## config.mk

```make
export PLATFORM = sky130hd
export DESIGN_NAME = gpio_capture
export DESIGN_NICKNAME = d
export VERILOG_FILES = /design/src/rtl/gpio_capture_pkg.sv /design/src/rtl/gpio_capture_sync.sv /design/src/rtl/gpio_capture.sv
export SDC_FILE = /design/constraint.sdc
export NUM_CORES = 1
export LEC_CHECK = 0
export ABC_AREA = 1
export CORE_ASPECT_RATIO = 1.75
export CORE_MARGIN = 2
export CORE_UTILIZATION = 50
export DETAILED_ROUTE_END_ITERATION = 7
export PLACE_DENSITY_LB_ADDON = 0.12
export SLEW_MARGIN = 40
export SYNTH_ARGS = -nofsm -noshare
export SYNTH_HDL_FRONTEND = slang
export SYNTH_SLANG_ARGS = --single-unit
export TNS_END_PERCENT = 50
```

## constraint.sdc

```tcl
create_clock -name clk -period 1.2 [get_ports clk]
set_input_delay 0.24 -clock clk [delete_from_list [all_inputs] [get_ports clk]]
set_output_delay 0.24 -clock clk [all_outputs]
set_load 0.03 [all_outputs]
```

## src/rtl/gpio_capture_pkg.sv

```systemverilog
// Shared constants for the GPIO capture block: register word addresses and
// interrupt source encodings.
package gpio_capture_pkg;

  localparam logic [2:0] ADDR_DATA      = 3'd0;
  localparam logic [2:0] ADDR_DIRECTION = 3'd1;
  localparam logic [2:0] ADDR_IRQ_MASK  = 3'd2;
  localparam logic [2:0] ADDR_EDGE_CAP  = 3'd3;
  localparam logic [2:0] ADDR_OUTSET    = 3'd4;
  localparam logic [2:0] ADDR_OUTCLEAR  = 3'd5;

  localparam int EDGE_LEVEL   = 0;
  localparam int EDGE_RISING  = 1;
  localparam int EDGE_FALLING = 2;
  localparam int EDGE_ANY     = 3;

endpackage

```

## src/rtl/gpio_capture_sync.sv

```systemverilog
// Pin synchronizer chain plus previous-value register; emits the synchronized
// pin vector and the per-bit edge strobe selected by EDGE_MODE.
module gpio_capture_sync
  import gpio_capture_pkg::*;
#(
  parameter int WIDTH       = 8,
  parameter int EDGE_MODE   = 1,
  parameter int SYNC_STAGES = 2
) (
  input  logic             clk,
  input  logic             reset_n,
  input  logic [WIDTH-1:0] in_port,
  output logic [WIDTH-1:0] sync,
  output logic [WIDTH-1:0] edges
);

  logic [WIDTH-1:0] stage [SYNC_STAGES];
  logic [WIDTH-1:0] prev;

  always_ff @(posedge clk or negedge reset_n) begin
    if (!reset_n) begin
      stage <= '{default: '0};
      prev  <= '0;
    end else begin
      stage[0] <= in_port;
      for (int unsigned i = 1; i < SYNC_STAGES; i++) begin
        stage[i] <= stage[i-1];
      end
      prev <= stage[SYNC_STAGES-1];
    end
  end

  assign sync = stage[SYNC_STAGES-1];

  always_comb begin
    edges = '0;
    case (EDGE_MODE)
      EDGE_RISING:  edges = sync & ~prev;
      EDGE_FALLING: edges = ~sync & prev;
      EDGE_ANY:     edges = sync ^ prev;
      default:      edges = '0;
    endcase
  end

endmodule

```

## src/rtl/gpio_capture.sv

```systemverilog
// Avalon-MM GPIO block with output/direction registers, sticky edge capture
// and a level interrupt.
module gpio_capture
  import gpio_capture_pkg::*;
#(
  parameter int WIDTH       = 8,
  parameter int EDGE_MODE   = 1,
  parameter int SYNC_STAGES = 2
) (
  input  logic             clk,
  input  logic             reset_n,
  input  logic [2:0]       address,
  input  logic             chipselect,
  input  logic             write_n,
  input  logic [31:0]      writedata,
  output logic [31:0]      readdata,
  input  logic [WIDTH-1:0] in_port,
  output logic [WIDTH-1:0] out_port,
  output logic [WIDTH-1:0] oe,
  output logic             irq
);

  logic [WIDTH-1:0] out_reg;
  logic [WIDTH-1:0] dir_reg;
  logic [WIDTH-1:0] mask_reg;
  logic [WIDTH-1:0] cap_reg;
  logic [WIDTH-1:0] sync;
  logic [WIDTH-1:0] edges;
  logic [WIDTH-1:0] wdata;
  logic [WIDTH-1:0] cap_clr;
  logic [31:0]      rd_next;
  logic             wr;

  gpio_capture_sync #(
    .WIDTH      (WIDTH),
    .EDGE_MODE  (EDGE_MODE),
    .SYNC_STAGES(SYNC_STAGES)
  ) u_sync (
    .clk    (clk),
    .reset_n(reset_n),
    .in_port(in_port),
    .sync   (sync),
    .edges  (edges)
  );

  assign wr    = chipselect && !write_n;
  assign wdata = writedata[WIDTH-1:0];

  generate
    if (WIDTH < 32) begin : g_unused
      logic unused_wdata;
      assign unused_wdata = ^writedata[31:WIDTH];
    end
  endgenerate

  always_ff @(posedge clk or negedge reset_n) begin
    if (!reset_n) begin
      out_reg  <= '0;
      dir_reg  <= '0;
      mask_reg <= '0;
    end else if (wr) begin
      case (address)
        ADDR_DATA:      out_reg  <= wdata;
        ADDR_DIRECTION: dir_reg  <= wdata;
        ADDR_IRQ_MASK:  mask_reg <= wdata;
        ADDR_OUTSET:    out_reg  <= out_reg | wdata;
        ADDR_OUTCLEAR:  out_reg  <= out_reg & ~wdata;
        default: ;
      endcase
    end
  end

  // Clear is applied before the OR so a coincident edge keeps the bit set.
  assign cap_clr = (wr && address == ADDR_EDGE_CAP) ? wdata : '0;

  always_ff @(posedge clk or negedge reset_n) begin
    if (!reset_n) begin
      cap_reg <= '0;
    end else if (EDGE_MODE == EDGE_LEVEL) begin
      cap_reg <= '0;
    end else begin
      cap_reg <= (cap_reg & ~cap_clr) | edges;
    end
  end

  always_comb begin
    rd_next = '0;
    case (address)
      ADDR_DATA:      rd_next[WIDTH-1:0] = sync;
      ADDR_DIRECTION: rd_next[WIDTH-1:0] = dir_reg;
      ADDR_IRQ_MASK:  rd_next[WIDTH-1:0] = mask_reg;
      ADDR_EDGE_CAP:  rd_next[WIDTH-1:0] = cap_reg;
      ADDR_OUTSET,
      ADDR_OUTCLEAR:  rd_next[WIDTH-1:0] = out_reg;
      default:        rd_next = '0;
    endcase
  end

  always_ff @(posedge clk or negedge reset_n) begin
    if (!reset_n) begin
      readdata <= '0;
    end else begin
      readdata <= rd_next;
    end
  end

  assign out_port = out_reg;
  assign oe       = dir_reg;
  assign irq      = (EDGE_MODE == EDGE_LEVEL) ? |(sync & mask_reg)
                                              : |(cap_reg & mask_reg);

endmodule

```

Word level (Yosys, flattened, before mapping)
Index checks and enable logic that the tools add are counted.
- register bits after elaboration: 64
- bits of input ports: 47
- output and inout port bits: 49
- logic and storage cells: 35
- reduce and logical (&&, ||, !) cells: 10
- equality and inequality tests: 5
- bitwise operators: 9
- multiplexer cells: 3
- operators with widths (operator ; count):
    one-hot mux 8 bit (5 select lines) ; 1
    AND 8 bit ; 4
    NOT 8 bit ; 3
    one-hot mux 8 bit (3 select lines) ; 1
    bitwise OR 8 bit ; 2
    two-way mux 8 bit ; 1
    OR reduction 8 bit ; 1
    equality test 3 x 2 -> 1 bit (second input constant) ; 2
    equality test 3 bit (second input constant) ; 2
    AND reduction 2 bit ; 3
    equality test 3 x 1 -> 1 bit (second input constant) ; 1
    logical NOT 3 bit ; 1
    nonzero test 3 bit ; 1
    logical AND 1 bit ; 2
    OR reduction 2 bit ; 1
    logical NOT 1 bit ; 1

Longest topological paths before layout
- depth in word-level cells: 7
- gate-level depth with buffers: 9
- depth with buffers taken out: 7

Modules after synthesis
Synthesis repeated with hierarchy kept, for this count alone.
- cell total of the unflattened synthesis: 350
- area, all modules: 3049.2 µm²
- modules (own cells, without submodules) (module ; times used ; cells each ; area each (µm²)):
    gpio_capture ; 1 ; 302 ; 2308.5
    gpio_capture_sync ; 1 ; 48 ; 740.7

Worst setup path before layout
Ideal clock, no wire load.
- path kind: register to output
- start point: register mask_reg[6]
- end point: output irq
- buffers on the path: 0
- slack: 110 ps
- stages on the path, launching flop included: 5
- arrival: 850 ps
- required time: 960 ps
- path through: dfrtp_1 nand2_1 o21ai_0 a21oi_1 nand3_1
- word-level cells in the longest chain between the ends: 2
- RTL lines (item ; line ; source):
    from (decl) ; gpio_capture.sv:25 ; logic [WIDTH-1:0] mask_reg;
    from (signal assigned) ; gpio_capture.sv:65 ; ADDR_IRQ_MASK: mask_reg <= wdata;
    AND 8 bit ; gpio_capture.sv:110 ; : |(cap_reg & mask_reg);
    OR reduction 8 bit ; gpio_capture.sv:110 ;
    to (decl) ; gpio_capture.sv:20 ; output logic irq
No other way between the ends.

Final worst setup path
Same ends and word-level chain as after synthesis.

==> flow_summary.ini <==
[yosys]
postSynthCellCount = 367
syn-cell-area_um2 = 3000
syn_avg_cell_area_um2 = 8.17
ys_seq_area_frac = 0.534
yosys_warnings = 0
synth-seq-cells = 64
yosysUniqueCellTypes = 19

[drt]
wirelength_um = 6930
drt_iter0_markers = 164
first_pass_iters = 4
vias = 2522
remaining_drc_errors = 0
ant_nets = 0
viasPerCell = 4.67
wl_per_cell_um = 12.8

[placed_design]
port_buffers = 47
placed_cells = 520
gp_congestion = 0.892
hpwl_um = 5090

[cts]
cts.sinks = 64
cts_made_buffers = 9
cts_tree = done
clock-root-buffer = clkbuf_8
h-tree-depth = 3
max-clock-path-buffers = 2
path_clk_slew_ns = 0.07
insertion_delay_ns = 0.34

[status]
status = finished with violations
failed_checks = setup timing

[final_layout]
multiInputGateArea_um2 = 1040
syn_to_final_growth_pct = 30.9
num-fill-cells = 517
nets = 504
drive_gt1_frac = 0.221
utilization = 0.673
final_cells = 540
diodes = 0
seq_area_um2 = 1600

[grt]
met2_usage = 0.373
grtUsageMet3 = 0.0455
grt_pass1_wl_um = 11300
met1_usage = 0.267
grt_usage = 0.224
grt_start_max_net_pins = 43
busiest_layer = met2
antenna_found_initial = 0
overflow = 0
grt_pass1_vias = 2391

[critical_path]
end_kind = output port
cp.required_ns = 0.96
worstPathCellList = nand2_1 -> o21ai_2 -> a21oi_1 -> nand3_1 -> buf_6
worstSetupPathType = reg2out
critPathBufInv = 1
worstPathMaxFanout = 2
cpMaxStageDelayCell = dfrtp_1
crit_arrival_ns = 1.29
setup.worst_path.start_class = register
cpPeakStageDelay_ns = 0.39
path_delay_family = flip-flops

[run]
drv_cap = 0

[floorplanning]
dieArea_um2 = 6660
die_h_um = 106
num_io_pins = 96
core-area_um2 = 5830
fp-row-count = 37
start_util = 0.514
die_w_um = 62.5

[power]
leakage_nw = 2.18
cellPowerDensity_nw_per_um2 = 1470
vdd_drop_max_uv = 928
power.total_mw = 5.77

[timing]
fin_skew_ns = 0.00412
slew_viol_final = 0
hold_viol_final = 0
min_period_over_period = 1.28
setup_viol = 1
rsz0062_at_grt = yes
setup_ws_ns = -0.330
clock.fmax_mhz = 654
period_needed_ns = 1.53

[worst_hold_path]
holdCritPathClass = in2reg
[per-layer routing]
layer | up-vias | wire length (um)
li1 | 1252 | -
met1 | 1159 | 2810
met2 | 94 | 3530
met3 | 17 | 380
met4 | 0 | 218
met5 | - | 0
[layout by cell type, fill, tap and decap left out, types with 2 or more instances in the layout]
master	Yosys	final
buf_12	0	3
buf_4	24	55
buf_6	6	6
clkbuf_8	0	10
clkdlybuf4s50_1	0	17
clkinv_2	0	4
conb_1	1	24
dfrtp_1	64	63
dlygate4sd2_1	0	3
inv_1	55	52
inv_2	3	5
nand2_1	120	119
nand2_2	4	4
nand3_1	15	15
nand3_4	1	2
nand4_1	9	9
nor2_1	26	25
nor2_2	4	4
o21ai_0	14	13
o21ai_1	16	16
[path summary, 6_finish.rpt]
kind                             startpoint          endpoint  slack (ns)  cells after the start
min in group asynchronous           reset_n             oe[2]        0.41                      3
max in group asynchronous           reset_n       out_port[7]        0.51                      3
setup reg to reg                out_port[1]       readdata[1]        0.21                      5
hold / removal                   in_port[5]  u_sync.stage[13]        0.33                      1
hold reg to reg            u_sync.stage[10]    u_sync.sync[2]        0.35                      0
setup / recovery                mask_reg[6]               irq       -0.33                      5
[timing repair]
| action | CTS | global route |
|---|---|---|
| hold buffers | 1 | 0 |
| buffers inserted | 1 | 1 |
| pin swaps | 3 | 4 |
| hold endpoints to repair | 64 | 0 |
| setup endpoints to repair | 30 | 23 |
| gates resized for setup | 11 | 11 |
| gates cloned | 1 | 0 |
[cell families after synthesis]
group | count (synthesis) | share of synthesized area
compound gates | 31 | 0.0518
buf+inv | 90 | 0.159
flops | 64 | 0.534
other cells | 1 | 0.00125
simple gates | 181 | 0.254
[worst reg2reg max path, cell delays in order (launching register included)]
cell     delay [ns]
dfrtp_1        0.40
buf_4          0.15
nand3_1        0.09
nand2_1        0.07
nor2_1         0.10
nand2_1        0.07
[layout make-up]
cell class | instances | area share
clock inverters | 6 | 0.0150
multi-input cells | 237 | 0.266
inverters | 58 | 0.0561
repair buffers | 87 | 0.195
well taps | 78 | 0.0249
clock buffers | 10 | 0.0351
flip-flops and latches | 64 | 0.408
[synth_stat cells, drive strengths merged]
master / n / area share
nand3: 17 / 0.034
nor2: 30 / 0.041
nand2: 124 / 0.16
o21ai: 30 / 0.050
nor3: 1 / 0.0017
nand4: 9 / 0.019
buf: 32 / 0.086
dfrtp: 64 / 0.53
a21oi: 1 / 0.0017
conb: 1 / 0.0013
inv: 58 / 0.073
[power by group]
| group | total, mW | switching [mW] | internal (mW) |
|---|---|---|---|
| logic | 1.38 | 0.842 | 0.534 |
| registers | 2.58 | 0.177 | 2.40 |
| clock network | 1.82 | 0.813 | 1.00 |
[metrics by stage]
step | setup WS (ns) | hold slack, ns | area (um2) | setup TNS, ns
2_1_floorplan | 0.110 | -0.0556 | 3080 | 0
3_3_place_gp | -0.416 | 0.254 | 3640 | -14.58
3_5_place_dp | -0.430 | 0.254 | 3640 | -15.30
4_1_cts | -0.339 | 0.315 | 3880 | -0.339
5_1_grt | -0.416 | 0.327 | 3930 | -0.416
6_report | -0.330 | 0.330 | 3930 | -0.330
Note: power is estimated with default switching activity, not from simulation.
